==> src/rtl/ifu.sv <==
// Instruction fetch unit: PC, IR and a one-entry prefetch buffer on a req/ack imem port.
// Optional hold-cycle counter enabled by defining IFU_STALL_CNT_EN.
module ifu #(
  parameter int              PC_W     = 16,
  parameter logic [PC_W-1:0] RESET_PC = '0
) (
  input  logic            clk,
  input  logic            rst,
  input  logic [1:0]      ps_in,
  input  logic            il_in,
  input  logic [PC_W-1:0] a_in,
  output logic            imem_req_out,
  output logic [PC_W-1:0] imem_addr_out,
  input  logic            imem_ack_in,
  input  logic [15:0]     imem_rdata_in,
  output logic [15:0]     ins_out,
  output logic [PC_W-1:0] pc_out,
  output logic            hold_out,
  output logic [15:0]     stall_cnt_out
);

  localparam logic [1:0] ST_REQ  = 2'd0;
  localparam logic [1:0] ST_FULL = 2'd1;
  localparam logic [1:0] ST_DROP = 2'd2;

  logic [1:0]      state_q, state_d;
  logic [PC_W-1:0] pc_q, pc_d;
  logic [PC_W-1:0] req_addr_q, req_addr_d;
  logic [15:0]     ir_q, ir_d;
  logic [15:0]     buf_q, buf_d;

  logic            fetch_req;
  logic            fetch_done;
  logic            ir_ready;
  logic            hold;
  logic            pc_upd;
  logic [PC_W-1:0] pc_offset;
  logic [PC_W-1:0] pc_next;

  always_comb begin
    fetch_req  = (state_q == ST_REQ) || (state_q == ST_DROP);
    fetch_done = fetch_req && imem_ack_in;
    // The instruction at pc_q is usable now if buffered or arriving this cycle.
    ir_ready   = (state_q == ST_FULL) || ((state_q == ST_REQ) && imem_ack_in);
    hold       = il_in && !ir_ready;
    pc_upd     = (ps_in != 2'b00) && !hold;
    pc_offset  = {{(PC_W-6){ir_q[8]}}, ir_q[8:6], ir_q[2:0]};
  end

  always_comb begin
    pc_next = pc_q;
    case (ps_in)
      2'b01:   pc_next = pc_q + {{(PC_W-1){1'b0}}, 1'b1};
      2'b10:   pc_next = pc_q + pc_offset;
      2'b11:   pc_next = a_in;
      default: pc_next = pc_q;
    endcase
    pc_d = pc_upd ? pc_next : pc_q;
  end

  always_comb begin
    ir_d = ir_q;
    if (il_in && !hold) begin
      ir_d = (state_q == ST_FULL) ? buf_q : imem_rdata_in;
    end
  end

  always_comb begin
    state_d    = state_q;
    req_addr_d = req_addr_q;
    buf_d      = buf_q;
    case (state_q)
      ST_REQ: begin
        if (fetch_done) begin
          if (pc_upd) begin
            req_addr_d = pc_d;
          end else begin
            buf_d   = imem_rdata_in;
            state_d = ST_FULL;
          end
        end else if (pc_upd) begin
          // Address must stay stable until the outstanding fetch is acknowledged.
          state_d = ST_DROP;
        end
      end
      ST_FULL: begin
        if (pc_upd) begin
          req_addr_d = pc_d;
          state_d    = ST_REQ;
        end
      end
      ST_DROP: begin
        if (fetch_done) begin
          req_addr_d = pc_d;
          state_d    = ST_REQ;
        end
      end
      default: begin
        req_addr_d = pc_q;
        state_d    = ST_REQ;
      end
    endcase
  end

  always_ff @(posedge clk) begin
    if (rst) begin
      state_q    <= ST_REQ;
      pc_q       <= RESET_PC;
      req_addr_q <= RESET_PC;
      ir_q       <= 16'h0000;
      buf_q      <= 16'h0000;
    end else begin
      state_q    <= state_d;
      pc_q       <= pc_d;
      req_addr_q <= req_addr_d;
      ir_q       <= ir_d;
      buf_q      <= buf_d;
    end
  end

`ifdef IFU_STALL_CNT_EN
  logic [15:0] stall_cnt_q, stall_cnt_d;

  always_comb begin
    stall_cnt_d = stall_cnt_q;
    if (hold && (stall_cnt_q != 16'hFFFF)) begin
      stall_cnt_d = stall_cnt_q + 16'h0001;
    end
  end

  always_ff @(posedge clk) begin
    if (rst) begin
      stall_cnt_q <= 16'h0000;
    end else begin
      stall_cnt_q <= stall_cnt_d;
    end
  end

  assign stall_cnt_out = stall_cnt_q;
`else
  assign stall_cnt_out = 16'h0000;
`endif

  assign imem_req_out  = fetch_req;
  assign imem_addr_out = req_addr_q;
  assign ins_out       = ir_q;
  assign pc_out        = pc_q;
  assign hold_out      = hold;

endmodule
==> config.mk <==
export PLATFORM = sky130hd
export DESIGN_NAME = ifu
export DESIGN_NICKNAME = d
export VERILOG_FILES = /design/src/rtl/ifu.sv
export SDC_FILE = /design/constraint.sdc
export NUM_CORES = 1
export LEC_CHECK = 0
export ABC_AREA = 1
export BUFFER_PORTS_ARGS = -buffer_cell sky130_fd_sc_hd__clkbuf_2
export CORE_MARGIN = 4
export CORE_UTILIZATION = 45
export DETAILED_ROUTE_END_ITERATION = 10
export MAX_ROUTING_LAYER = met4
export PLACE_DENSITY_LB_ADDON = 0.3
export SYNTH_ARGS = -nofsm -noshare
export SYNTH_HDL_FRONTEND = slang
export SYNTH_SLANG_ARGS = --single-unit
==> constraint.sdc <==
create_clock -name clk -period 2.9 [get_ports clk]
set_input_delay 0.87 -clock clk [delete_from_list [all_inputs] [get_ports clk]]
set_output_delay 0.87 -clock clk [all_outputs]
set_load 0.02 [all_outputs]
==> flow_summary.ini <==
[outcome]
status = finished, final reports clean

[sta]
skew_ps = 10.78
hold_viol = 0
worstMarginPinSlew_ps = 604.8
rsz0062_at_grt = false
fin_ws_ps = 210.9
drv_slew = 0
timing.fmax_ghz = 0.3719
post-route-period-util = 0.9273
maxSlewHeadroom = 0.5968
finalSetupTns_ps = 0
fin_crit_ps = 2689
setup_violations = 0

[critical_path]
cp_common_cell = nand2_1
path_max_fanout = 6
required_ps = 3120
cp-end-kind = flop
arrival_ps = 2910
start_kind = input pin
path_class = input pin to flop
cpMaxStageDelayCell = fa_2
slowest_delay_ps = 350
path_cells = clkbuf_4, inv_12, ha_4, nand2_4, ha_4, inv_2, fa_2, inv_2, nand2_1, nand2_1, nand3_2, nand2_2, nand2_2, inv_1, nand3_1, nand2_1, nand2_1, nand3_1, nand2_1, nand2_1, nand2_1, nand2_1, a21oi_2

[power]
sw_frac_of_total = 0.3191
p_comb_frac = 0.256
p_seq_frac = 0.406
p_clk_frac = 0.338
power.switching_uw = 822.2
p_int_uw = 1754
p_leak_uw = 0.002553
irDropWorstVdd_mv = 0.4199
cellPowerDensity_nw_per_um2 = 519.9
total_power_uw = 2577

[synth]
netlist_instances = 632
yosysWarnings = 0
synth_seq_cells = 66
ys_types = 36
synth-seq-area-share = 0.3262
syn_area_um2 = 4050
syn_area_per_cell_um2 = 6.408

[placed_design]
numPortBuffers = 87
post-dp-hpwl_um = 8835
routabilityCongestion = 0.9710
post-place-ws_ps = -183.0
place_area_um2 = 4717

[route]
drtIter0Drc = 270
drc = 0
ant_nets = 0
via_per_inst = 5.074
dr.pass1.iters = 5
via_count = 4293
wl_per_cell_um = 13.47
drt-total-wl_um = 11400

[floorplan]
die_h_um = 102.9
coreArea_um2 = 8721
start_util = 0.4644
die_x_um = 102.9
io_pins = 104
rows = 34
fp.dieArea_um2 = 10580

[grt]
grt_pass1_vias = 4030
grt_overflow = 0
grt_max_degree = 46
grtUsageTotal = 0.2286
antenna_found_initial = 0
grt_pass1_wl_um = 18690

[layout]
syn_to_final_growth_pct = 22.37
fin_area_um2 = 4956
multiInputGateArea_um2 = 2287
final_core_util = 0.5683
antenna_cells = 0
most-common-layout-cells = nand2_1 (168), clkbuf_2 (86), a21oi_1 (79)
drive_above_1_share = 0.2453
n_fill_cell = 863
nets = 782
mostFrequentLayoutCell = nand2_1
register_area_um2 = 1321

[clock_network]
clock-sinks = 66
clkTransAtPathRegs_ps = 80
cts_buffers = 9
clk_latency_ps = 340
cts_tree = built
cts-root-buf = clkbuf_8
clk_path_buf_depth = 2
htree_levels = 3
hold_buffers = 0

[min_path]
hp-class = flop to flop

[run]
drv_cap = 0
-- synth_stat cells --
cell,n,area share
nand3_2,4,0.0099
a31oi_1,1,0.0015
inv_1,67,0.062
a211oi_1,2,0.0037
or2_2,5,0.0077
o21ai_1,3,0.0037
nand2_2,6,0.0093
nor2_4,1,0.0028
clkbuf_1,19,0.018
nor2_2,7,0.011
dfxtp_1,66,0.33
o22ai_1,1,0.0015
a21o_1,1,0.0019
nand2_4,1,0.0028
a22oi_1,2,0.0037
nand4_1,3,0.0046
buf_4,18,0.033
buf_6,3,0.0083
o21bai_1,2,0.0037
nand3_1,46,0.057
nand3b_1,2,0.0037
a31o_2,1,0.0022
nand2_1,171,0.16
and2_1,1,0.0015
nor4_1,2,0.0031
ha_1,10,0.031
nor2_1,38,0.035
xor2_1,1,0.0022
o21ai_0,50,0.062
o211ai_1,1,0.0019
fa_1,1,0.0049
a21oi_1,79,0.098
buf_2,8,0.0099
conb_1,1,0.00093
inv_2,3,0.0028
a21oi_2,5,0.011
-- per-stage QoR --
| stage | hold WS [ps] | std cells |
|---|---|---|
| finish | 448.5 | 846 |
| global route | 478.0 | 846 |
| CTS | 451.0 | 846 |
| detailed placement | 440.6 | 830 |
| global placement | 434.1 | 830 |
| floorplan | 424.5 | 647 |
-- power groups by stage --
stage                     Combinational, µW  Sequential, µW  Clock, µW
after floorplan                         390            1110          0
after global placement                  642            1060          0
after detailed placement                655            1070          0
after CTS                               659            1050        891
after global routing                    737            1050        937
final                                   660            1050        870
-- flip-flops by register name (all words and copies together), names as in the netlist --
register and count:
pc_out 16, ins_out 16, state_q 2, imem_addr_out 16, buf_q 16
-- per-layer routing --
metal	track usage	routed length (µm)	vias up
li1	-	-	2212
met1	0.2873	4946	1920
met2	0.3769	5499	146
met3	0.03586	785	15
met4	0.07470	163	0
met5	-	0	-
-- final cells by class --
type | count | share of cell area
multi-input cells | 463 | 0.4615
flip-flops and latches | 66 | 0.2666
repair buffers | 123 | 0.1429
inverters | 70 | 0.05554
clock buffers | 12 | 0.03131
well taps | 108 | 0.02727
clock inverters | 4 | 0.01490
-- critical path, delay by kind of cell --
family | cells | cell delay (ps)
adder cells (fa/ha/maj) | 3 | 640
buffers and inverters | 5 | 350
AO/OA/AOI/OAI | 1 | 60
AND/OR/NAND/NOR | 14 | 980
-- path summary, 6_finish.rpt --
path,depth (start not counted),endpoint,start,slack (ps)
worst max-delay path,23,imem_addr_out[14]$_SDFFE_PP0P_,ps_in[0],210
worst min-delay path,2,buf_q[15]$_SDFFE_PP0P_,buf_q[15]$_SDFFE_PP0P_,450
worst max register to register,21,imem_addr_out[14]$_SDFFE_PP0P_,ins_out[0]$_SDFFE_PP0P_,640
worst min register to register,2,buf_q[15]$_SDFFE_PP0P_,buf_q[15]$_SDFFE_PP0P_,450
-- cell families after synthesis --
kind of cell             synth area share
adder cells (fa/ha/maj)           0.03584
other                           0.0009259
AO/OA/AOI/OAI                      0.1940
XOR/XNOR                         0.002163
AND/OR/NAND/NOR                    0.3068
flip-flops                         0.3262
buffers and inverters              0.1341
-- repair_timing --
action                                  4_1_cts  5_1_grt
endpoints found under the setup margin        0        2
buffers inserted                              0        0
resized for setup                             0        4
Note: power is estimated with default switching activity, not from simulation.
